`src/rtl/sink_id_arbiter.sv`:
```
// rtl/sink_id_arbiter.sv - shares one sink ID manager between allocating requesters and release sources
//
// Purpose: round-robin arbitration of sink ID allocation requests onto the
// manager's one-cycle alloc handshake (retrying while the pool is exhausted),
// per-ID owner tracking with a per-requester outstanding limit, and
// round-robin serialisation of releases onto the manager's dealloc port.
//
// Ports:
//   clk, rst                 clock, synchronous active-high reset
//   req / gnt, gnt_sink_id   requester level requests, one-hot grant pulse + ID
//   rel_valid / rel_ready    release handshake per source, rel_sink_id packed IDs
//   mgr_alloc_*              alloc handshake to/from the sink ID manager
//   mgr_dealloc_*            registered dealloc pulse to the manager
//   busy                     allocation FSM not idle
//   err_bad_release          sticky: a release named an unowned ID

`ifndef WSINK
`define WSINK 2
`endif

module sink_id_arbiter #(
  parameter int NREQ        = 4,
  parameter int NREL        = 2,
  parameter int MAX_PER_REQ = 4
) (
  input  logic                     clk,
  input  logic                     rst,
  input  logic [NREQ-1:0]          req,
  output logic [NREQ-1:0]          gnt,
  output logic [`WSINK-1:0]        gnt_sink_id,
  input  logic [NREL-1:0]          rel_valid,
  input  logic [NREL*`WSINK-1:0]   rel_sink_id,
  output logic [NREL-1:0]          rel_ready,
  output logic                     mgr_alloc_req,
  input  logic                     mgr_alloc_gnt,
  input  logic [`WSINK-1:0]        mgr_alloc_sink_id,
  output logic                     mgr_dealloc_req,
  output logic [`WSINK-1:0]        mgr_dealloc_sink_id,
  output logic                     busy,
  output logic                     err_bad_release
);

  localparam int WS  = `WSINK;
  localparam int NID = 1 << WS;
  localparam int WI  = $clog2(NREQ);
  localparam int WR  = (NREL > 1) ? $clog2(NREL) : 1;
  localparam int WC  = $clog2(MAX_PER_REQ + 1);

  typedef enum logic [1:0] {IDLE, ISSUE, WAIT} state_t;

  state_t            state_q, state_d;
  logic [WI-1:0]     winner_q, winner_d;
  logic [WS-1:0]     cand_id_q, cand_id_d;
  logic [WI-1:0]     alloc_rr_q, alloc_rr_d;
  logic [WR-1:0]     rel_rr_q, rel_rr_d;
  logic [WC-1:0]     count_q [NREQ];
  logic [WC-1:0]     count_d [NREQ];
  logic [NID-1:0]    owned_q, owned_d;
  logic [WI-1:0]     owner_q [NID];
  logic [WI-1:0]     owner_d [NID];
  logic [NREQ-1:0]   gnt_q, gnt_d;
  logic [WS-1:0]     gnt_sink_id_q, gnt_sink_id_d;
  logic              dealloc_req_q, dealloc_req_d;
  logic [WS-1:0]     dealloc_id_q, dealloc_id_d;
  logic              err_q, err_d;

  logic              elig_any;
  logic [WI-1:0]     pick, pos;
  logic              rel_any;
  logic [WR-1:0]     rel_sel, rel_pos;
  logic [WS-1:0]     rel_id;
  logic [WS-1:0]     rel_ids [NREL];
  logic [NREQ-1:0]   inc, dec;

  for (genvar j = 0; j < NREL; j++) begin : g_rel_unpack
    assign rel_ids[j] = rel_sink_id[j*WS +: WS];
  end

  // First eligible requester at or after alloc_rr, wrapping.
  always_comb begin
    elig_any = 1'b0;
    pick     = '0;
    pos      = '0;
    for (int k = 0; k < NREQ; k++) begin
      pos = WI'((int'(alloc_rr_q) + k) % NREQ);
      if (!elig_any && req[pos] && (count_q[pos] < WC'(MAX_PER_REQ))) begin
        elig_any = 1'b1;
        pick     = pos;
      end
    end
  end

  // First valid release source at or after rel_rr, wrapping.
  always_comb begin
    rel_any   = 1'b0;
    rel_sel   = '0;
    rel_pos   = '0;
    rel_ready = '0;
    for (int k = 0; k < NREL; k++) begin
      rel_pos = WR'((int'(rel_rr_q) + k) % NREL);
      if (!rel_any && rel_valid[rel_pos]) begin
        rel_any = 1'b1;
        rel_sel = rel_pos;
      end
    end
    if (rel_any) rel_ready[rel_sel] = 1'b1;
    rel_id = rel_ids[rel_sel];
  end

  always_comb begin
    state_d       = state_q;
    winner_d      = winner_q;
    cand_id_d     = cand_id_q;
    alloc_rr_d    = alloc_rr_q;
    rel_rr_d      = rel_rr_q;
    owned_d       = owned_q;
    owner_d       = owner_q;
    gnt_d         = '0;
    gnt_sink_id_d = gnt_sink_id_q;
    dealloc_req_d = 1'b0;
    dealloc_id_d  = dealloc_id_q;
    err_d         = err_q;
    inc           = '0;
    dec           = '0;

    case (state_q)
      IDLE: begin
        if (elig_any) begin
          winner_d = pick;
          state_d  = ISSUE;
        end
      end
      ISSUE: begin
        cand_id_d = mgr_alloc_sink_id;
        state_d   = WAIT;
      end
      WAIT: begin
        if (mgr_alloc_gnt) begin
          gnt_d[winner_q]    = 1'b1;
          gnt_sink_id_d      = cand_id_q;
          owned_d[cand_id_q] = 1'b1;
          owner_d[cand_id_q] = winner_q;
          inc[winner_q]      = 1'b1;
          alloc_rr_d         = (winner_q == WI'(NREQ - 1)) ? '0 : winner_q + 1'b1;
          state_d            = IDLE;
        end else begin
          // Pool exhausted: re-issue for the same winner.
          state_d = ISSUE;
        end
      end
      default: state_d = IDLE;
    endcase

    // Releases are consumed whether or not the ID is owned; unowned ones
    // only raise the sticky error so counters can never underflow.
    if (rel_any) begin
      if (owned_q[rel_id]) begin
        owned_d[rel_id]       = 1'b0;
        dec[owner_q[rel_id]]  = 1'b1;
        dealloc_req_d         = 1'b1;
        dealloc_id_d          = rel_id;
        rel_rr_d              = (rel_sel == WR'(NREL - 1)) ? '0 : rel_sel + 1'b1;
      end else begin
        err_d = 1'b1;
      end
    end

    for (int i = 0; i < NREQ; i++) begin
      count_d[i] = count_q[i] + WC'(inc[i]) - WC'(dec[i]);
    end
  end

  always_ff @(posedge clk) begin
    if (rst) begin
      state_q       <= IDLE;
      winner_q      <= '0;
      cand_id_q     <= '0;
      alloc_rr_q    <= '0;
      rel_rr_q      <= '0;
      owned_q       <= '0;
      gnt_q         <= '0;
      gnt_sink_id_q <= '0;
      dealloc_req_q <= 1'b0;
      dealloc_id_q  <= '0;
      err_q         <= 1'b0;
      for (int i = 0; i < NREQ; i++) count_q[i] <= '0;
      for (int i = 0; i < NID; i++) owner_q[i] <= '0;
    end else begin
      state_q       <= state_d;
      winner_q      <= winner_d;
      cand_id_q     <= cand_id_d;
      alloc_rr_q    <= alloc_rr_d;
      rel_rr_q      <= rel_rr_d;
      owned_q       <= owned_d;
      gnt_q         <= gnt_d;
      gnt_sink_id_q <= gnt_sink_id_d;
      dealloc_req_q <= dealloc_req_d;
      dealloc_id_q  <= dealloc_id_d;
      err_q         <= err_d;
      for (int i = 0; i < NREQ; i++) count_q[i] <= count_d[i];
      for (int i = 0; i < NID; i++) owner_q[i] <= owner_d[i];
    end
  end

  assign gnt                 = gnt_q;
  assign gnt_sink_id         = gnt_sink_id_q;
  assign mgr_alloc_req       = (state_q == ISSUE);
  assign mgr_dealloc_req     = dealloc_req_q;
  assign mgr_dealloc_sink_id = dealloc_id_q;
  assign busy                = (state_q != IDLE);
  assign err_bad_release     = err_q;

endmodule

```
`config.mk`:
```
export PLATFORM = sky130hd
export DESIGN_NAME = sink_id_arbiter
export DESIGN_NICKNAME = d
export VERILOG_FILES = /design/src/rtl/sink_id_arbiter.sv
export SDC_FILE = /design/constraint.sdc
export NUM_CORES = 1
export LEC_CHECK = 0
export ABC_AREA = 1
export BUFFER_PORTS_ARGS = -buffer_cell sky130_fd_sc_hd__buf_2
export CORE_MARGIN = 3
export CORE_UTILIZATION = 58
export CTS_CLUSTER_SIZE = 28
export DETAILED_ROUTE_END_ITERATION = 16
export GPL_TIMING_DRIVEN = 0
export HOLD_SLACK_MARGIN = 0.1
export MAX_ROUTING_LAYER = met4
export PLACE_DENSITY = 0.78
export SLEW_MARGIN = 10
export SYNTH_ARGS = -nofsm -noshare
export SYNTH_HDL_FRONTEND = slang
export SYNTH_SLANG_ARGS = --single-unit
```
`constraint.sdc`:
```
create_clock -name clk -period 3.4 [get_ports clk]
set_input_delay 0.17 -clock clk [delete_from_list [all_inputs] [get_ports clk]]
set_output_delay 0.17 -clock clk [all_outputs]
set_load 0.02 [all_outputs]
```
### Word-level counts from Yosys, hierarchy flattened

Memory sizes are Yosys's and may differ from the RTL's. A register that Yosys moved wholly into a read port is not among the register bits.
Cells that the tools add are included.

| word-level totals | value |
|---|---|
| register bits | 31 |
| bits in writable memories | 12 |
| input port bits | 15 |
| output and inout bits | 14 |
| memories kept | 1 |

| operators by class | value |
|---|---|
| add/sub/neg operators | 14 |
| order comparisons | 24 |
| eq/ne operators | 4 |
| muxes and demuxes | 69 |
| bitwise gates (word level) | 12 |
| reductions and logical operators | 25 |

Memories:

| memory | depth | width | rd ports | clocked after Yosys merged registers in | write ports | RTL line | text |
|---|---|---|---|---|---|---|---|
| count_q | 4 | 3 | 8 | 1 | 4 | 56 | `logic [WC-1:0] count_q [NREQ];` |

Operators with widths:

| operator | count |
|---|---|
| two-way mux 4 bit | 8 |
| two-way mux 2 bit | 15 |
| two-way mux 1 bit | 28 |
| < comparator 2 x 3 -> 1 bit, second input constant | 8 |
| logical AND 1 bit | 14 |
| adder 3 x 1 -> 3 bit | 4 |
| < comparator 3 bit, second input constant | 4 |
| two-way mux 3 bit | 4 |
| subtractor 3 x 1 -> 3 bit | 4 |
| binary-select mux 1 bit (select 2 bit) | 5 |
| bitwise mux 8 bit | 1 |
| demux 1 bit (select 2 bit) | 4 |
| greater-or-equal comparator 2 x 1 -> 1 bit, second input constant | 4 |
| AND reduction 2 bit | 4 |
| greater-or-equal comparator 3 bit, second input constant | 2 |
| < comparator 1 x 2 -> 1 bit, second input constant | 3 |
| NOT 2 -> 3 bit | 2 |
| one-hot mux 2 bit (3 select lines) | 1 |
| adder 2 x 1 -> 2 bit, second input constant | 2 |
| adder 2 bit, second input constant | 2 |
| bitwise AND 4 bit | 1 |
| binary-select mux 2 bit (select 2 bit) | 1 |
| demux 2 bit (select 2 bit) | 1 |
| == test 2 bit, second input constant | 2 |
| other kinds (16) | 24 |

### Depth between registers and ports, before layout

Gate-level depths: netlist of the first run.

| logic depth | value |
|---|---|
| depth after elaboration | 22 |
| mapped depth | 18 |
| mapped depth without buffers | 18 |

### Least setup slack after synthesis of the first run

No wires, ideal clock.

| path | value |
|---|---|
| path kind | register -> register |
| from | reg rel_rr_q |
| to | mem count_q[2][2] in the netlist's numbering |
| data arrival time | 2,543 ps |
| required time | 3,330 ps |
| setup slack | 787 ps |
| stages on the path, launching flop included | 16 |
| period minus slack after synthesis | 2,613 ps |
| cell sequence | dfxtp_1 inv_2 a21boi_2 nand2_1 nand2_2 nor2_1 o21ai_0 nand2_1 nand2_1 nor2_1 ha_1 inv_1 ha_1 fa_1 or2_2 a21oi_1 |

RTL lines:

| item | RTL line | text |
|---|---|---|
| start, declared | 55 | `logic [WR-1:0] rel_rr_q, rel_rr_d;` |
| start signal, assigned | 193 | `rel_rr_q <= rel_rr_d;` |
| end, declared | 56 |  |

==> results.ini, run 1 <==
[cts]
cts_max_path_buffers=2
cts_tree=yes
cts-resized-gates=0
clock_sinks=45
cts_inserted_buffers=5
postCtsSetupBuffers=0
cts-root-buf=clkbuf_8
cts.clk_slew.worst_paths_ns=0.08
cts_hold_buffers=0
h-tree-depth=2
insertion_delay_ns=0.30

[timing]
fmax_ghz=0.366
worst_slew_pin_slew_ns=0.577
skew_ns=0.00587
tns_ns=0
finalSetupViolCount=0
timing.final.crit_share=0.803
rsz0062_at_grt=no
slew_headroom=0.615
fin_crit_ns=2.73
hold_violations=0
final_max_slew_viol_count=0

[drt]
wl_per_cell_um=11.1
drtIter0Drc=149
vias=2202
firstDrtPassIters=4
antenna_left=0
drt-vias-per-instance=4.95
totalWireLength_um=4950
drc=0

[placed_design]
gp_congestion=0.873
dpl.cell_count=437
io_buffer_count=27
hpwl_um=3840

[min_path]
whs_path_depth=3
hp-start=mgr_alloc_sink_id[0]
holdCritPathClass=primary input to flip-flop
min_to=cand_id_q[0]

[setup_path]
endpoint_kind=flip-flop
r2r_setup_slack_ns=0.67
slowest_delay_ns=0.38
timing.rr.start=rel_rr_q
cp.required_ns=3.63
reg2reg_to=count_q[2][2]
slowest_stage=fa_1
critical_path_class=flip-flop to flip-flop
worst_setup_path_start_kind=flip-flop
crit_chain=inv_2, nand2_2, nand2_2, nand2_1, nand2_2, nor2_1, o21ai_0, nand2_1, nand2_1, nor2_1, ha_1, inv_1, ha_1, fa_1, or2_2, a21oi_1
ff2ff_path_depth=16
cp_max_fo=6
arrival_ns=2.96

[synth]
ys_ff_latch=45
synth.area.top_cells=dfxtp_1 36%, inv_1 10%, nand2_1 9.4%
avgSynthCellArea_um2=6.89
synth_xor_area_frac=0.0141
synthSimpleGateAreaFrac=0.296
yosysUniqueCellTypes=28
ys_warn_count=0
synth_top_family_by_area=simple AND/OR/NAND/NOR gates
synthDominantCellAreaShare=0.363
syn_inst=360
synth_most_common_cell=inv_1
async_flop_share=0
synth_nets=391
synth_area_leader_cell=dfxtp_1
synth_area_um2=2480
synth_fa_ha_area_frac=0.0928
ys.flop_type=dfxtp_1
muxShareOfSynthArea=0
synth_compound_area_frac=0.107
seq_area_frac_synth=0.363
synth_edf_count=0
synthTopCellsByCount=68 x inv_1, 62 x nand2_1, 55 x nor2_1

[pwr]
comb_power_share=0.313
seqPwrFrac=0.457
ir_worst_vdd_uv=335
p_per_area_nw_per_um2=495
leakage_nw=1.41
p_sw_w=0.000486
total_power_w=0.00137
switching_share=0.356
internal_power_w=0.000879
clkPwrFrac=0.231

[global_route]
grt_overflow=0
grt_util_met1=0.267
grt_pass1_wl_um=8830
grt_usage=0.220
grt_pass1_vias=2138
grt_max_degree=13
grt_use_met2=0.364
gr-usage-met3=0.0449
top_usage_layer=met2
antenna_found_initial=0

[die]
initial_core_util=0.611
core_area_um2=4060
die_h_um=71.4
die-area_um2=5100
num_rows=23
die_w_um=71.4
io_pins=29

[final_layout]
areaGrowthSynthToFinish_pct=11.2
fin_util=0.680
instances_no_fill=445
nets=425
diodes=0
drive_gt1_frac=0.149

[run]
maxCapViolCount=0

[outcome]
status=complete, no violations

==> final cells by class <==
| cell class | instances | area, um^2 |
|---|---|---|
| Buffer | 7 | 37.5 |
| Clock buffer | 8 | 80.1 |
| Fill cell | 343 | 1300 |
| Inverter | 73 | 277 |
| Multi-Input combinational cell | 235 | 1260 |
| Sequential cell | 45 | 901 |
| Tap cell | 50 | 62.6 |
| Timing Repair Buffer | 27 | 135 |
==> per-stage QoR <==
step                      hold WS (ns)  instance area, um^2  worst slack (ns)
after floorplan                  0.340                 2480             0.787
final                            0.153                 2760             0.669
after detailed placement         0.453                 2680             0.694
after global routing             0.165                 2760             0.443
after CTS                        0.145                 2760             0.665
after global placement           0.446                 2680             0.733
==> sequential cells by signal, indices dropped and copies added, names as in the netlist, named ones only <==
signal and cells:
state_q 2, mgr_dealloc_req 1, owned_q 4, count_q 12, cand_id_q 2, mgr_dealloc_sink_id 2
alloc_rr_q 2, owner_q 8, err_bad_release 1, gnt_sink_id 2, gnt 4, rel_rr_q 1
winner_q 2
==> how the worst max path moves through the flow <==
stage               startpoint  cells past startpoint       endpoint
finish                rel_rr_q                     16  count_q[2][2]
global route          rel_rr_q                     15  count_q[2][2]
CTS                   rel_rr_q                     16  count_q[2][2]
detailed placement    rel_rr_q                     16  count_q[2][2]
global placement      rel_rr_q                     16  count_q[1][2]
floorplan             rel_rr_q                     15  count_q[2][2]
==> power groups by stage <==
stage / clock network, W / logic (W) / registers [W]
after floorplan: 0 / 0.000323 / 0.000633
after global placement: 0 / 0.000413 / 0.000635
after detailed placement: 0 / 0.000426 / 0.000636
after CTS: 0.000325 / 0.000429 / 0.000624
after global routing: 0.000346 / 0.000500 / 0.000631
final: 0.000315 / 0.000427 / 0.000623
==> critical path, delay by kind of cell, from the launching register on <==
kind | cells | cell delay, ns
flops | 1 | 0.32
buf+inv | 2 | 0.11
fa+ha+maj | 3 | 0.83
simple gates | 9 | 0.97
compound gates | 2 | 0.44
==> routing by layer <==
metal	up-vias	share of wire	wire, um
met5	-	0	0
li1	1177	-	-
met1	989	0.48	2350
met2	28	0.48	2390
met4	0	0.014	71
met3	8	0.027	136
==> cell usage in the layout (no fill, tap or decap) <==
master | netlist | routed
a211oi_1 | 1 | 1
a21boi_2 | 1 | 1
a21oi_1 | 25 | 25
buf_2 | 0 | 27
buf_4 | 1 | 1
buf_6 | 1 | 1
clkbuf_1 | 5 | 8
clkbuf_8 | 0 | 5
dfxtp_1 | 45 | 45
fa_1 | 4 | 4
ha_1 | 12 | 12
inv_1 | 68 | 68
inv_2 | 4 | 4
inv_4 | 1 | 1
nand2_1 | 62 | 62
nand2_2 | 10 | 10
nand3_1 | 22 | 22
nand3_2 | 1 | 1
nand3_4 | 1 | 1
nand3b_1 | 2 | 2
nand4_1 | 2 | 2
nor2_1 | 55 | 55
nor2_2 | 1 | 1
nor2_4 | 1 | 1
nor3_1 | 5 | 5
o21ai_0 | 18 | 18
o21ai_1 | 3 | 3
o21ai_4 | 1 | 1
or2_2 | 4 | 4
xor2_1 | 4 | 4
==> logic make-up (layout without fill, tap and decap cells) <==
group / after synthesis / after routing
AO/OA/AOI/OAI: 49 / 49
XOR/XNOR: 4 / 4
adder cells (fa/ha/maj): 16 / 16
buffers and inverters: 80 / 115
flip-flops: 45 / 45
AND/OR/NAND/NOR: 166 / 166
Power figures use the tool's default switching activity.
==> run 2, diff against run 1 <==
--- a/config.mk
+++ b/config.mk
@@ -8,13 +8,13 @@
 export ABC_AREA = 1
 export BUFFER_PORTS_ARGS = -buffer_cell sky130_fd_sc_hd__buf_2
 export CORE_MARGIN = 3
-export CORE_UTILIZATION = 58
+export CORE_UTILIZATION = 52
 export CTS_CLUSTER_SIZE = 28
 export DETAILED_ROUTE_END_ITERATION = 16
 export GPL_TIMING_DRIVEN = 0
 export HOLD_SLACK_MARGIN = 0.1
 export MAX_ROUTING_LAYER = met4
-export PLACE_DENSITY = 0.78
+export PLACE_DENSITY = 0.74
 export SLEW_MARGIN = 10
 export SYNTH_ARGS = -nofsm -noshare
 export SYNTH_HDL_FRONTEND = slang
==> constraint.sdc (replaced) <==
create_clock -name clk -period 2.5 [get_ports clk]
set_input_delay 0.125 -clock clk [delete_from_list [all_inputs] [get_ports clk]]
set_output_delay 0.125 -clock clk [all_outputs]
set_load 0.02 [all_outputs]
==> run 2 against run 1 <==
The flow now finishes with violations (negative setup slack). Combinational power grew 72%. Final cell count grew 2.7%. Die area grew 11%. Largest cell class unchanged. Highest routed layer unchanged.
==> results.ini, run 2 (synthesis gave the netlist of run 1 again) <==
[drt]
vias=2318  ; +5.3%
totalWireLength_um=5600  ; +13%
drc=0  ; unchanged
drtIter0Drc=104  ; -30%
antenna_left=0  ; unchanged
drt-vias-per-instance=5.07  ; +2.5%
wl_per_cell_um=12.3  ; +10%
firstDrtPassIters=6  ; +2

[outcome]
violations=negative setup slack
status=finished, violations left

[timing]
skew_ns=0.00700  ; +0.00113 ns
fin_ws_ns=-0.0924  ; -0.761 ns
slew_headroom=0.582  ; -0.0332
final_max_slew_viol_count=0  ; unchanged
fmax_ghz=0.386  ; +5.3%
fin_crit_ns=2.59  ; -0.139 ns
hold_violations=0  ; unchanged
finalSetupViolCount=6  ; +6
worst_slew_pin_slew_ns=0.627  ; +0.0499 ns
tns_ns=-0.259  ; -0.259 ns
timing.final.crit_share=1.04  ; +0.234
rsz0062_at_grt=yes

[placed_design]
dpl.cell_count=439  ; +0.46%
hpwl_um=3850  ; +0.25%
dp_worst_setup_slack_ns=-0.161  ; -0.855 ns
io_buffer_count=27  ; unchanged
gp_congestion=0.867  ; -0.69%

[global_route]
grt_max_degree=13  ; unchanged
grt_use_met2=0.338  ; -0.0258
antenna_found_initial=0  ; unchanged
top_usage_layer=met2
grt_overflow=0  ; unchanged
grt_util_met1=0.256  ; -0.0107
grt_pass1_vias=2029  ; -5.1%
grt_usage=0.210  ; -0.00972
grt_pass1_wl_um=8760  ; -0.70%
gr-usage-met3=0.0454  ; +0.000513

[final_layout]
diodes=0  ; unchanged
drive_gt1_frac=0.277  ; +0.127
nets=437  ; +2.8%
largest_register=count_q
areaGrowthSynthToFinish_pct=25.6
final_cell_mix=64 x inv_1, 50 x nand2_1, 46 x nor2_1
largest_reg_flops=12  ; unchanged
reg.largest.list=count_q (12), owner_q (8)
final_common_cell=inv_1
instances_no_fill=457  ; +2.7%
fin_util=0.696  ; +0.0167

[cts]
cts-root-buf=clkbuf_8
cts_inserted_buffers=5  ; unchanged
cts.clk_slew.worst_paths_ns=0.08  ; about the same
h-tree-depth=2  ; unchanged
cts_max_path_buffers=2  ; unchanged
cts_tree=yes
clock_sinks=45  ; unchanged
insertion_delay_ns=0.30  ; about the same

[setup_path]
r2r_setup_slack_ns=-0.09  ; -0.76 ns
worst_setup_path_start_kind=flip-flop
critical_path_class=flip-flop to flip-flop
arrival_ns=2.82  ; -0.14 ns
endpoint_kind=flip-flop
cp_max_fo=5  ; -1
cp.required_ns=2.73  ; -0.90 ns

[run]
maxCapViolCount=0  ; unchanged

[die]
initial_core_util=0.554  ; -0.0569
core_area_um2=4470  ; +10%
die-area_um2=5630  ; +11%
num_rows=24  ; +4.3%
io_pins=29  ; unchanged
die_w_um=75.1  ; +5.1%
die_h_um=75.1  ; +5.1%

[pwr]
ir_worst_vdd_uv=460  ; +37%
total_power_w=0.00199  ; +46%
p_per_area_nw_per_um2=640  ; +29%
leakage_nw=1.51  ; +7.0%

[min_path]
holdCritPathClass=primary input to flip-flop

run 2: routing by layer:
layer	vias to the layer above	part of all wire
li1	1198	-
met1	1045	0.42
met2	62	0.51
met3	13	0.051
met4	0	0.023
met5	-	0
run 2: power by group:
part | internal (W) | total [W] | switching [W] | leakage (nW)
combinational | 0.000282 | 0.000733 | 0.000451 | 1.10
sequential | 0.000793 | 0.000850 | 0.0000577 | 0.367
clock | 0.000184 | 0.000410 | 0.000226 | 0.0399
run 2: path summary, 6_finish.rpt:
check	start	endpoint	depth (start not counted)
max	rel_rr_q	count_q[1][2]	18
max reg2reg	rel_rr_q	count_q[1][2]	18
min	mgr_alloc_sink_id[1]	cand_id_q[1]	3
min reg2reg	gnt_sink_id[1]	gnt_sink_id[1]	2
run 2: critical path, stage by stage (launching register included):
cell and delay (ns):
dfxtp_2 0.36, inv_4 0.05, nand2_4 0.08, nand2_8 0.07, nand2_4 0.07, o21ai_4 0.06, buf_12 0.15, nand2_4 0.09
nor2_2 0.04, nor2_1 0.13, nand2_2 0.10, inv_2 0.10, nor2_2 0.05, ha_1 0.26, inv_1 0.04, ha_2 0.17
fa_2 0.34, or2_4 0.24, a21oi_2 0.12
run 2: metrics by stage:
step	cell area (um^2)	hold WS [ns]
6_report	3120	0.108
5_1_grt	3120	0.145
4_1_cts	2920	0.115
3_5_place_dp	2700	0.409
3_3_place_gp	2700	0.406
2_1_floorplan	2500	0.295
run 2: area by class of cell:
class                   instances  area [um^2]
clock inverters                 1         5.00
flip-flops and latches         45          902
inverters                      73          284
plain buffers                   7         37.5
well taps                      52         65.1
repair buffers                 39          240
multi-input cells             235         1510
fillers                       368         1360
clock buffers                   5         68.8
run 2: what timing repair did:
action | CTS | global route
setup buffers | 6 | 5
endpoints found under the hold margin | 1 | 0
setup endpoints to repair | 8 | 8
pin swaps | 29 | 27
gates resized for setup | 31 | 34
hold buffers | 1 | 0
